<file path="src/rtl/f4_pool_reader_pkg.sv">
// -----------------------------------------------------------------------------
// f4_pool_reader_pkg
//   Shared constants for the LeNet f4 -> s4 pooling stage: f4 map geometry,
//   channel packing, pooled map size, address widths and the pooling FSM
//   state encoding. Also provides the f4 row/col -> word address helper.
// -----------------------------------------------------------------------------
package f4_pool_reader_pkg;

    localparam int F4_MAP_DIM = 10;               // f4 map is F4_MAP_DIM x F4_MAP_DIM
    localparam int F4_CH      = 16;               // channels per f4 word
    localparam int F4_DW      = 16;               // bits per signed channel sample
    localparam int S4_DIM     = F4_MAP_DIM / 2;   // pooled map side (2x2, stride 2)
    localparam int F4_AW      = 7;                // f4 word address width (0..99)
    localparam int S4_AW      = 5;                // pooled word address width (0..24)

    typedef enum logic [2:0] {
        ST_IDLE  = 3'd0,
        ST_READ  = 3'd1,   // four f4 reads of one window
        ST_DRAIN = 3'd2,   // last read data folded into the accumulator
        ST_OUT   = 3'd3,   // pooled word offered to the consumer
        ST_DONE  = 3'd4    // one-cycle done pulse
    } pool_state_t;

    // Row-major f4 word address.
    function automatic logic [F4_AW-1:0] f4_addr(input int map_dim, input int row,
                                                 input int col);
        return F4_AW'(row * map_dim + col);
    endfunction

endpackage

</file>
<file path="src/rtl/f4_pool_reader_if.sv">
// -----------------------------------------------------------------------------
// f4_pool_reader_if
//   Bundles the f4 buffer read port and the s4 pooled-word output stream.
//   master : the pooling reader (drives reads and the output stream)
//   slave  : the f4 buffer / s4 consumer side
//   f4_ren, f4_raddr -> read request; f4_rdata valid the cycle after f4_ren
//   s4_valid/s4_ready handshake carrying s4_wdata at s4_waddr
// -----------------------------------------------------------------------------
interface f4_pool_reader_if
    import f4_pool_reader_pkg::*;
#(
    parameter int WORD_W = F4_CH * F4_DW
);
    logic              f4_ren;
    logic [F4_AW-1:0]  f4_raddr;
    logic [WORD_W-1:0] f4_rdata;
    logic              s4_valid;
    logic              s4_ready;
    logic [WORD_W-1:0] s4_wdata;
    logic [S4_AW-1:0]  s4_waddr;

    modport master (
        output f4_ren, f4_raddr,
        input  f4_rdata,
        output s4_valid,
        input  s4_ready,
        output s4_wdata, s4_waddr
    );

    modport slave (
        input  f4_ren, f4_raddr,
        output f4_rdata,
        input  s4_valid,
        output s4_ready,
        input  s4_wdata, s4_waddr
    );
endinterface

</file>
<file path="src/rtl/f4_pool_reader_pool_cmp.sv">
// -----------------------------------------------------------------------------
// pool_cmp
//   One channel of the running max. Combinational.
//   first  : sample is the first of its window, take it unconditionally
//   acc    : current running max (signed)
//   sample : new f4 channel sample (signed)
//   y      : updated running max
// -----------------------------------------------------------------------------
module pool_cmp #(
    parameter int DW = 16
) (
    input  logic                 first,
    input  logic signed [DW-1:0] acc,
    input  logic signed [DW-1:0] sample,
    output logic signed [DW-1:0] y
);
    // Strictly greater: on ties the earlier sample is kept.
    assign y = (first || (sample > acc)) ? sample : acc;
endmodule

</file>
<file path="src/rtl/f4_pool_reader.sv">
// -----------------------------------------------------------------------------
// f4_pool_reader
//   Reads the completed f4 feature map window by window and emits the 2x2
//   stride-2 per-channel signed max as s4 words.
//   clk   : rising-edge clock
//   rst   : synchronous active-high reset
//   start : one-cycle pulse, f4 buffer is complete
//   busy  : pooling in progress
//   done  : one-cycle pulse after the last pooled word is accepted
//   bus   : f4 read port and s4 output stream (master side)
// -----------------------------------------------------------------------------
module f4_pool_reader
    import f4_pool_reader_pkg::*;
#(
    parameter int MAP_DIM = F4_MAP_DIM,
    parameter int CH      = F4_CH,
    parameter int DW      = F4_DW
) (
    input  logic             clk,
    input  logic             rst,
    input  logic             start,
    output logic             busy,
    output logic             done,
    f4_pool_reader_if.master bus
);

    pool_state_t        state;
    logic [2:0]         pr, pc;          // current window
    logic [2:0]         pr_nxt, pc_nxt;  // following window in row-major order
    logic [1:0]         sub;             // read index within window: {dr, dc}
    logic [1:0]         sub_nxt;
    logic               rd_vld;          // f4_rdata carries a sample this cycle
    logic               rd_first;        // ... and it is the first of its window
    logic               last_window;
    logic [CH*DW-1:0]   acc;
    logic [CH*DW-1:0]   acc_next;
    logic [F4_AW-1:0]   raddr_sub_nxt;
    logic [F4_AW-1:0]   raddr_win_nxt;

    // Per-channel compare-and-select on the returning read data.
    for (genvar k = 0; k < CH; k++) begin : g_cmp
        pool_cmp #(.DW(DW)) u_cmp (
            .first  (rd_first),
            .acc    (acc[k*DW +: DW]),
            .sample (bus.f4_rdata[k*DW +: DW]),
            .y      (acc_next[k*DW +: DW])
        );
    end

    // NOTE: every variable gets a default before any branch, so no latch is inferred.
    always_comb begin
        pc_nxt = pc + 3'd1;
        pr_nxt = pr;
        if (pc == 3'(S4_DIM - 1)) begin
            pc_nxt = '0;
            pr_nxt = pr + 3'd1;
        end
    end

    assign last_window   = (pr == 3'(S4_DIM - 1)) && (pc == 3'(S4_DIM - 1));
    assign sub_nxt       = sub + 2'd1;
    assign raddr_sub_nxt = f4_addr(MAP_DIM, 2 * int'(pr) + int'(sub_nxt[1]),
                                   2 * int'(pc) + int'(sub_nxt[0]));
    assign raddr_win_nxt = f4_addr(MAP_DIM, 2 * int'(pr_nxt), 2 * int'(pc_nxt));

    // NOTE: all state uses non-blocking assignments so every register samples
    // pre-edge values, independent of statement order.
    always_ff @(posedge clk) begin
        if (rst) begin
            // NOTE: the accumulator is an ordinary register bank, not a RAM,
            // so clearing it on reset costs nothing and keeps s4_wdata defined.
            state        <= ST_IDLE;
            pr           <= '0;
            pc           <= '0;
            sub          <= '0;
            rd_vld       <= 1'b0;
            rd_first     <= 1'b0;
            acc          <= '0;
            busy         <= 1'b0;
            done         <= 1'b0;
            bus.f4_ren   <= 1'b0;
            bus.f4_raddr <= '0;
            bus.s4_valid <= 1'b0;
            bus.s4_wdata <= '0;
            bus.s4_waddr <= '0;
        end else begin
            // Read data returns one cycle after the request.
            rd_vld   <= (state == ST_READ);
            rd_first <= (state == ST_READ) && (sub == 2'd0);
            if (rd_vld) begin
                acc <= acc_next;
            end

            case (state)
                ST_IDLE: begin
                    if (start) begin
                        state        <= ST_READ;
                        busy         <= 1'b1;
                        pr           <= '0;
                        pc           <= '0;
                        sub          <= '0;
                        bus.f4_ren   <= 1'b1;
                        bus.f4_raddr <= f4_addr(MAP_DIM, 0, 0);
                    end
                end

                ST_READ: begin
                    if (sub == 2'd3) begin
                        state        <= ST_DRAIN;
                        sub          <= '0;
                        bus.f4_ren   <= 1'b0;
                        bus.f4_raddr <= '0;
                    end else begin
                        sub          <= sub_nxt;
                        bus.f4_raddr <= raddr_sub_nxt;
                    end
                end

                ST_DRAIN: begin
                    // acc_next already includes the fourth sample here.
                    state        <= ST_OUT;
                    bus.s4_valid <= 1'b1;
                    bus.s4_wdata <= acc_next;
                    bus.s4_waddr <= S4_AW'(int'(pr) * S4_DIM + int'(pc));
                end

                ST_OUT: begin
                    if (bus.s4_ready) begin
                        bus.s4_valid <= 1'b0;
                        if (last_window) begin
                            state <= ST_DONE;
                            done  <= 1'b1;
                            busy  <= 1'b0;
                        end else begin
                            state        <= ST_READ;
                            pr           <= pr_nxt;
                            pc           <= pc_nxt;
                            bus.f4_ren   <= 1'b1;
                            bus.f4_raddr <= raddr_win_nxt;
                        end
                    end
                end

                ST_DONE: begin
                    state <= ST_IDLE;
                    done  <= 1'b0;
                    pr    <= '0;
                    pc    <= '0;
                end

                default: state <= ST_IDLE;
            endcase
        end
    end

endmodule

</file>
<file path="src/flat_wrapper.sv">
// flat-port wrapper written by rule: the top's interface ports become plain ports
module f4_pool_reader_flat import f4_pool_reader_pkg::*;
#(
    parameter int MAP_DIM = F4_MAP_DIM,
    parameter int CH      = F4_CH,
    parameter int DW      = F4_DW
)
  (clk, rst, start, busy, done, bus_f4_ren, bus_f4_raddr, bus_f4_rdata, bus_s4_valid, bus_s4_ready, bus_s4_wdata, bus_s4_waddr);
  f4_pool_reader_if bus_i ();
  input  logic clk;
  input  logic rst;
  input  logic start;
  output logic busy;
  output logic done;
  output wire logic [$bits(bus_i.f4_ren)-1:0] bus_f4_ren;
  output wire logic [$bits(bus_i.f4_raddr)-1:0] bus_f4_raddr;
  input wire logic [$bits(bus_i.f4_rdata)-1:0] bus_f4_rdata;
  output wire logic [$bits(bus_i.s4_valid)-1:0] bus_s4_valid;
  input wire logic [$bits(bus_i.s4_ready)-1:0] bus_s4_ready;
  output wire logic [$bits(bus_i.s4_wdata)-1:0] bus_s4_wdata;
  output wire logic [$bits(bus_i.s4_waddr)-1:0] bus_s4_waddr;
  assign bus_f4_ren = bus_i.f4_ren;
  assign bus_f4_raddr = bus_i.f4_raddr;
  assign bus_i.f4_rdata = bus_f4_rdata;
  assign bus_s4_valid = bus_i.s4_valid;
  assign bus_i.s4_ready = bus_s4_ready;
  assign bus_s4_wdata = bus_i.s4_wdata;
  assign bus_s4_waddr = bus_i.s4_waddr;
  f4_pool_reader #(.MAP_DIM(MAP_DIM), .CH(CH), .DW(DW)) u_core (.clk(clk), .rst(rst), .start(start), .busy(busy), .done(done), .bus(bus_i));
endmodule
</file>
<file path="config.mk">
export PLATFORM = sky130hd
export DESIGN_NAME = f4_pool_reader_flat
export DESIGN_NICKNAME = d
export VERILOG_FILES = /design/src/rtl/f4_pool_reader_pkg.sv /design/src/rtl/f4_pool_reader_if.sv /design/src/rtl/f4_pool_reader_pool_cmp.sv /design/src/rtl/f4_pool_reader.sv /design/src/flat_wrapper.sv
export SDC_FILE = /design/constraint.sdc
export NUM_CORES = 1
export LEC_CHECK = 0
export ABC_AREA = 0
export CORE_ASPECT_RATIO = 1.4
export CORE_MARGIN = 3
export CORE_UTILIZATION = 54
export CTS_CLUSTER_SIZE = 20
export DETAILED_ROUTE_END_ITERATION = 8
export PLACE_DENSITY = 0.89
export REMOVE_ABC_BUFFERS = 1
export SLEW_MARGIN = 20
export SYNTH_ARGS = -nofsm -noshare
export SYNTH_HDL_FRONTEND = slang
export SYNTH_SLANG_ARGS = --single-unit
</file>
<file path="constraint.sdc">
create_clock -name clk -period 4.03 [get_ports clk]
set_input_delay 0.806 -clock clk [delete_from_list [all_inputs] [get_ports clk]]
set_output_delay 0.806 -clock clk [all_outputs]
set_load 0.01 [all_outputs]
</file>
Word-level counts from Yosys, hierarchy flattened
Index checks and enable logic that the tools add are counted.
{ "word_totals": {"elab_cells": 138, "out_inout_bits": 272, "input_bits": 260, "reg_bits": 541} }
{ "classes": {"n_mul": 3, "reduce_logical": 34, "n_eq_ne": 12, "order_cmp": 16, "n_addsub": 8, "mux": 51} }
{ "op_table": {"columns": ["operator", "count"], "rows": [
  ["> comparator 16 bit", 16],
  ["two-way mux 16 bit", 16],
  ["two-way mux 3 bit", 11],
  ["multiplier 32 x 4 -> 6 bit (second input constant)", 1],
  ["two-way mux 7 bit", 4],
  ["case mux 7 bit (3 select lines)", 1],
  ["case mux 3 bit (3 select lines)", 2],
  ["logical OR 1 bit", 16],
  ["case mux 3 bit (4 select lines)", 1],
  ["AND reduction 4 bit", 3],
  ["adder 4 x 1 -> 5 bit", 2],
  ["multiplier 3 x 3 -> 5 bit (second input constant)", 2],
  ["== test 3 bit (second input constant)", 3],
  ["two-way mux 1 bit", 9],
  ["!= test 2 bit (second input constant)", 4],
  ["nonzero test 2 bit", 4],
  ["adder 7 x 5 -> 7 bit", 1],
  ["adder 7 bit", 1],
  ["adder 3 x 1 -> 3 bit (second input constant)", 2],
  ["== test 3 x 2 -> 1 bit (second input constant)", 2],
  ["case mux 1 bit (2 select lines)", 3],
  ["AND reduction 3 bit", 2],
  ["nonzero test 3 bit", 2],
  ["adder 5 x 4 -> 5 bit", 1],
  ["other kinds (12)", 15]
]} }

Depth between registers and ports, before layout
Gate-level depths: netlist of the first run.
{ "depth": {"ltp_word": 7, "depth_mapped": 12} }

By module
From an unflattened synthesis of the first run, not the netlist that was laid out.
{ "unflattened": {"hier_cells": 3481, "hier_area_um2": 31122.3} }
{ "modules_own_cells": {"columns": ["module", "n_inst", "area_each_um2", "cells_each"], "rows": [
  ["f4_pool_reader", 1, 19702.6, 2152],
  ["pool_cmp at u_core.g_cmp[0].u_cmp ...", 15, 683.2, 77],
  ["pool_cmp at u_core.g_cmp[14].u_cmp", 1, 1172.4, 174]
]} }

Worst setup path after synthesis of the first run
No wires, ideal clock.
{ "synth_path": {"path_type": "input port to flip-flop", "from": "input bus_f4_rdata[6]", "to": "register u_core.acc[10]", "stages": 9, "setup_slack_ns": 0.969, "setup_time_ns": 0.128, "arrival_time_ns": 2.933, "t_required_ns": 3.902, "cell_sequence": "ha_1 nand4_2 a211oi_1 o41a_1 or3_4 a221oi_4 buf_8 mux2i_1 nor2_1"} }
{ "synth_via": {"elab_chain_cells": 3} }
{ "synth_lines": {"columns": ["item", "line_no", "source"], "rows": [
  ["start, declared", "flat_wrapper.sv:17", "input wire logic [$bits(bus_i.f4_rdata)-1:0] bus_f4_rdata;"],
  ["> comparator 16 bit", "f4_pool_reader_pool_cmp.sv:18", "assign y = (first || (sample > acc)) ? sample : acc;"],
  ["logical OR 1 bit", "f4_pool_reader_pool_cmp.sv:18", null],
  ["two-way mux 16 bit", "f4_pool_reader_pool_cmp.sv:18", null],
  ["end signal, assigned", "f4_pool_reader.sv:91", "acc <= acc_next;"],
  ["end, declared", "f4_pool_reader.sv:35", "logic [CH*DW-1:0] acc;"]
]} }
Every way passes these cells.
A chain may end at the register's enable or synchronous reset.

Worst setup path in the final report of the first run
{ "layout_path": {"from": "input bus_f4_rdata[224]", "to": "register u_core.bus.s4_wdata[238]"} }
{ "layout_via": {"elab_chain_cells": 3} }
{ "layout_lines": {"columns": ["item", "line_no", "source"], "rows": [
  ["> comparator 16 bit", "f4_pool_reader_pool_cmp.sv:18", null],
  ["logical OR 1 bit", "f4_pool_reader_pool_cmp.sv:18", null],
  ["two-way mux 16 bit", "f4_pool_reader_pool_cmp.sv:18", null],
  ["end signal, assigned", "f4_pool_reader.sv:123", "bus.s4_wdata <= acc_next;"],
  ["end, declared", "f4_pool_reader_if.sv:27", "output s4_wdata, s4_waddr"]
]} }
Every way passes these cells.

==> metrics.md, run 1 <==
| Metric | Value |
|---|---|
| Status | completed |
| I/O Pins | 532 |
| Vias in the first global route | 27.0k |
| P_leak | 0.0137 uW |
| Vias per cell | 5.96 |
| PnR Total Power | 12,800 uW |
| Drt wl/cell | 18.7 um |
| GR Overflow Total | 0 |
| Unrepaired setup endpoints after global routing | no |
| Arrival @ worst endpoint | 3770 ps |
| Post-CTS setup buffers | 0 |
| CTS tree | yes |
| Max_cap viols | 0 |
| Cell internal pwr | 9390 uW |
| TritonCTS Sinks | 541 |
| Crit path required time | 4490 ps |
| Comb pwr share | 15.8% |
| Layout cells sized above 1 | 5.45% |
| Max-slew headroom | 30.7% |
| Largest cells by area after synthesis | dfxtp_1 35%, ha_1 11%, mux2i_1 8.9% |
| Top-count cell post-synth | dfxtp_1 |
| Switching part of the total | 26.5% |
| Final GP Congestion | 0.882 |
| Top FF cell, synth | dfxtp_1 |
| Worst Tran Pin Value | 1040 ps |
| Syn Area/Cell | 8.72 um2 |
| Port bufs | 531 |
| Hold/Removal Path Class | reg -> reg |
| # resized after CTS | 0 |
| Hold violation count in the final report | 0 |
| ANT nets after route | 0 |
| Area growth from synthesis to layout | 25.0% |
| DRT iter0 DRCs | 1,845 |
| Die X | 208 um |
| Tcrit/Tclk final | 82.1% |
| Max-slew violations | 0 |
| CP max FO | 14 |
| FMAX | 302 MHz |
| Worst-path clk slew | 60 ps |
| Power per Cell Area | 331 nW/um2 |
| Post-detail-place hpwl | 61,400 um |
| TritonCTS Buffers | 54 |
| Clock buffer depth | 3 |
| Drt total wl | 88,300 um |
| Area of the mapped netlist | 30,800 um2 |
| Htree depth | 2 |
| FILL cells | 4,214 |
| Critical Path End Type | flip-flop |
| WS Path Type | in -> reg |
| Seq cells post-synth | 541 |
| Net switching power | 3380 uW |
| FP Rows | 103 |
| Synth area leader | dfxtp_1 |
| Total track usage | 27.7% |
| Clock skew | 19.5 ps |
| Synth Warn # | 0 |
| Final Net Count | 4,464 |
| CP Launch Type | input port |
| Core area | 56,400 um2 |
| Commonest cells post-synth | 541 x dfxtp_1, 288 x inv_1, 279 x ha_1, 274 x nor2_1, 273 x mux2i_1 |
| Final setup fails | 0 |
| Largest net degree at the start of global routing | 151 |
| Peak supply drop | 0.330 mV |
| Post-synth ARST share | 0% |
| Initial antenna violation count | 22 |
| Initial Util | 54.6% |
| Die height | 289 um |
| Pre-CTS WS | 178 ps |
| Post-route setup slack | 722 ps |
| Period minus WS final | 3310 ps |
| Detailed Routing Iterations Pass 1 | 6 |
| Post-route DRC violation count | 0 |
| Die footprint | 60,000 um2 |
| Clk pwr share | 40.7% |
| Vias | 28.1k |
| Post-synth EDFFs | 0 |
| Gate Count Post-Synth | 3,537 |
| Root buf cell | clkbuf_16 |
| Area share of the largest cell type after synthesis | 35.1% |
| Sequential power share | 43.5% |
| Yosys cell types | 74 |
| Register area share after synthesis | 35.1% |
| First-pass GRT wire length | 140,000 um |
| Hold buffers post-CTS | 0 |
| Clock Latency Late Sink | 600 ps |
-- kinds of logic (layout without fill, tap and decap cells) --
group	count (synthesis)	after routing	share of synthesized area [%]
AOI/OAI and AO/OA	808	808	17.0
xor gates and xnor gates	14	14	0.398
adders and majority gates	283	283	11.6
DFF	541	541	35.1
other	0	19	0
and+or+nand+nor	1062	1062	19.7
muxes	275	275	8.94
buffers and inverters	554	980	7.22
-- per-layer routing --
| metal | GRT usage [%] | wire length (um) | vias to the layer above |
|---|---|---|---|
| met4 | 16.5 | 5230 | 4 |
| li1 | - | - | 13500 |
| met3 | 4.93 | 5620 | 304 |
| met1 | 32.9 | 34600 | 13300 |
| met5 | 0 | 27 | - |
| met2 | 47.0 | 42800 | 1037 |
-- area by class of cell --
class	instances	area (um2)	share of cell area, %
Multi-Input combinational cell	2442	17900	46.4
Inverter	289	1090	2.82
Tap cell	735	920	2.39
Clock buffer	83	1640	4.27
Antenna cell	19	47.5	0.123
Timing Repair Buffer	593	5960	15.5
Clock inverter	15	160	0.416
Sequential cell	541	10800	28.1
-- per-stage QoR --
stage,setup TNS (ps),cells,util [%],hold WS (ps),area [um2]
global route,0,4717,68.3,490,38500
floorplan,-1442940,3272,-,443,29700
detailed placement,0,4600,65.0,453,36700
global placement,0,4600,65.0,449,36700
finish,0,4717,68.3,466,38500
CTS,0,4698,68.2,466,38500
-- worst max-delay path: stages --
cell and delay (ps):
clkdlybuf4s50_1 530, inv_1 70, ha_1 200, nor2b_1 110, o21a_1 110, o21ai_0 80
a2111oi_0 870, o31a_1 270, buf_4 230, mux2i_1 370, a211oi_1 120
-- state kept, by name, summed over array words and instances, names as in the netlist --
register,cells
u_core.acc,256
u_core.bus.f4_raddr,7
u_core.bus.f4_ren,1
u_core.bus.s4_valid,1
u_core.bus.s4_waddr,5
u_core.bus.s4_wdata,256
u_core.busy,1
u_core.done,1
u_core.pc,3
u_core.pr,3
u_core.rd_first,1
u_core.rd_vld,1
u_core.state,3
u_core.sub,2
-- placed cells by master (no fill, tap or decap), types with 14 or more instances in the layout --
cell	count
a211oi_1	196
a21o_1	51
a21oi_1	193
a31oi_1	18
buf_12	14
buf_4	48
clkbuf_1	14
clkbuf_16	57
clkdlybuf4s50_1	530
dfxtp_1	539
diode_2	19
ha_1	279
inv_1	287
mux2i_1	273
nand2_1	72
nand2b_1	170
nand3_1	39
nand3b_1	62
nand4_1	61
nor2_1	271
nor2b_1	27
nor3_1	70
nor3b_1	60
nor4_1	66
o211ai_1	19
o21ai_0	186
o31ai_1	64
or3_1	66
or4b_1	48
-- power by group through the flow --
stage / logic [uW] / registers (uW) / clock network (uW)
6_report: 2020 / 5560 / 5200
5_1_grt: 2220 / 5570 / 5480
4_1_cts: 2010 / 5560 / 5280
3_5_place_dp: 1980 / 5670 / 0
3_3_place_gp: 1930 / 5670 / 0
2_1_floorplan: 1140 / 5660 / 0
-- final timing paths --
check	start	endpoint	slack, ps	depth (start not counted)
min	u_core.bus.s4_waddr[1]	u_core.bus.s4_waddr[1]	470	2
max	bus_f4_rdata[224]	u_core.bus.s4_wdata[238]	720	11
min reg2reg	u_core.bus.s4_waddr[1]	u_core.bus.s4_waddr[1]	470	2
max reg2reg	u_core.acc[154]	u_core.acc[146]	990	10
Power figures use the tool's default switching activity.
==> run 2: changes to the inputs <==
Clock period 4.03 ns to 3.07 ns, I/O delays scaled along.
==> metrics.md, run 2 (synthesis results as in run 1) <==
| Metric | Value |
|---|---|
| Status | completed |
| Total track usage | 29.2% (+1.4 points) |
| Post-route DRC violation count | 0 (unchanged) |
| Critical Path Slowest Stage Cell | or4_4 |
| Critical Path Stages | 10 (-1) |
| Port bufs | 531 (unchanged) |
| Pre-CTS WS | -531 ps (-709 ps) |
| Unrepaired setup endpoints after global routing | no |
| Hold/Removal Path Class | reg -> reg |
| Clock skew | 18.7 ps (-0.734 ps) |
| Htree depth | 2 (unchanged) |
| Final hold slack | 467 ps (+1.11 ps) |
| Largest stage delay on the critical path | 560 ps (-310 ps) |
| Layout cells sized above 1 | 9.35% (+3.9 points) |
| Worst R2R Start | u_core.pc[0] |
| FF+latch area | 10,800 um2 (unchanged) |
| Final setup fails | 0 (unchanged) |
| Initial Util | 54.6% (unchanged) |
| FP Rows | 103 (unchanged) |
| Die height | 289 um (unchanged) |
| Critical Path End | u_core.acc[119] |
| Hold violation count in the final report | 0 (unchanged) |
| P_leak | 0.0146 uW (+6.7%) |
| Design area | 40,100 um2 (+4.0%) |
| Vias | 29.0k (+3.1%) |
| DRT iter0 DRCs | 2,121 (+15%) |
| CTS tree | yes |
| Worst Path Buf+Inv | 3 (unchanged) |
| Most frequent cells in the layout | 539 x dfxtp_1, 530 x clkdlybuf4s50_1, 287 x inv_1 |
| Post-detail-place hpwl | 65,900 um (+7.4%) |
| Die footprint | 60,000 um2 (unchanged) |
| WS Path Type | in -> reg |
| Crit path required time | 3540 ps (-950 ps) |
| Max-slew headroom | 36.6% (+5.9 points) |
| Vias per cell | 5.94 (-0.41%) |
| Die X | 208 um (unchanged) |
| Period minus WS final | 2940 ps |
| CP startpoint | bus_f4_rdata[125] |
| Critical Path End Type | flip-flop |
| Final GP Congestion | 0.893 (+1.2%) |
| Placed cell count | 4,769 (+3.7%) |
| Cells along the critical path | clkdlybuf4s50_1 > ha_1 > nand3_1 > or4_4 > o221a_2 > a211oi_4 > buf_4 > nor2_1 > buf_4 > o31ai_1 |
| Peak supply drop | 0.441 mV (+34%) |
| Max-slew violations | 0 (unchanged) |
| Critical Path Most Common Cell | buf_4 |
| Root buf cell | clkbuf_16 |
| Core area | 56,400 um2 (unchanged) |
| Layout Cells excl Fill | 4,881 (+3.5%) |
| Clock Latency Late Sink | 600 ps (about the same) |
| TritonCTS Sinks | 541 (unchanged) |
| Initial antenna violation count | 21 (-4.5%) |
| Biggest regs | u_core.acc x256, u_core.bus.s4_wdata x256, u_core.bus.f4_raddr x7 |
| Post-route setup slack | 131 ps (-591 ps) |
| CP max FO | 13 (-1) |
| Final Net Count | 4,633 (+3.8%) |
| Max_cap viols | 0 (unchanged) |
| Tcrit/Tclk final | 95.7% |
| Drt total wl | 92,700 um (+5.0%) |
| CP Launch Type | input port |
| DP Area | 38,300 um2 (+4.3%) |
| Post-CTS setup buffers | 0 (unchanged) |
| Worst-path clk slew | 60 ps (about the same) |
| GR Overflow Total | 0 (unchanged) |
| Hold buffers post-CTS | 0 (unchanged) |
| Clock buffer depth | 3 (unchanged) |
| Multi-input gate area | 17,900 um2 (about the same) |
| First-pass GRT wire length | 146,000 um (+4.7%) |
| Area growth from synthesis to layout | 30.1% |
| Worst-case reg-to-reg path depth | 11 (+1) |
| Power per Cell Area | 425 nW/um2 (+28%) |
| Worst flop-to-flop path endpoint | u_core.bus.f4_raddr[6] |
| Worst path top cell family by delay | buffers and inverters |
| Worst Tran Pin Value | 939 ps (-100 ps) |
| ANT nets after route | 0 (unchanged) |
| Largest net degree at the start of global routing | 128 (-15%) |
| Worst R2R Setup Slack | 140 ps (-850 ps) |
| Arrival @ worst endpoint | 3410 ps (-360 ps) |
| FILL cells | 3,926 (-6.8%) |
| Vias in the first global route | 28.9k (+6.9%) |
| Detailed Routing Iterations Pass 1 | 6 (unchanged) |
| Most common cell after layout, fill and taps aside | dfxtp_1 |
| I/O Pins | 532 (unchanged) |
| FMAX | 340 MHz |
| TritonCTS Buffers | 54 (unchanged) |
| Drt wl/cell | 19.0 um (+1.5%) |
| # resized after CTS | 0 (unchanged) |
## run 2: changes by cell type in the layout (fill, tap and decap cells not counted), sizes merged
cell,previous run,this run
buf,63,232
bufinv,3,2
clkbuf,83,78
clkinvlp,1,2
## run 2: final cells by class
type,count,area share (%)
Inverter,289,2.71
Antenna cell,19,0.119
Timing Repair Buffer,762,18.8
Tap cell,735,2.29
Clock inverter,15,0.349
Clock buffer,78,4.13
Multi-Input combinational cell,2442,44.6
Sequential cell,541,27.0
## run 2: worst min path at each step
stage,from,end,slack [ps],cells after the start
floorplan,u_core.acc[225],u_core.acc[225],440,2
global placement,u_core.bus.s4_waddr[2],u_core.bus.s4_waddr[2],450,2
CTS,u_core.bus.s4_waddr[1],u_core.bus.s4_waddr[1],460,2
finish,u_core.bus.s4_waddr[1],u_core.bus.s4_waddr[1],470,2
global route,u_core.acc[225],u_core.acc[225],500,2
detailed placement,u_core.bus.s4_waddr[1],u_core.bus.s4_waddr[1],450,2
## run 2: power breakdown
group          internal, uW  switching (uW)  total (uW)
Clock                  3890            2890        6790
Combinational          1460            1510        2960
Sequential             7170             116        7280
Total                 12500            4520       17000
## run 2: routing by layer
layer  part of all wire, %  track usage (%)
met1                    38             33.0
met2                    50             51.7
met3                   6.2             5.55
met4                   5.4             16.2
met5                 0.051                0
## run 2: tightest hold or removal path, cell delays in order, from the launching register on
cell     delay [ps]
dfxtp_1         310
nand2_1          50
a21oi_1          50
## run 2: per-stage QoR
step	power, uW	utilization (%)	setup TNS [ps]
after floorplan	8920	-	-1882330
after global placement	10300	67.8	-42840
after detailed placement	10300	67.8	-61840
after CTS	17100	70.9	0
after global routing	17700	71.0	0
final	17000	71.0	0
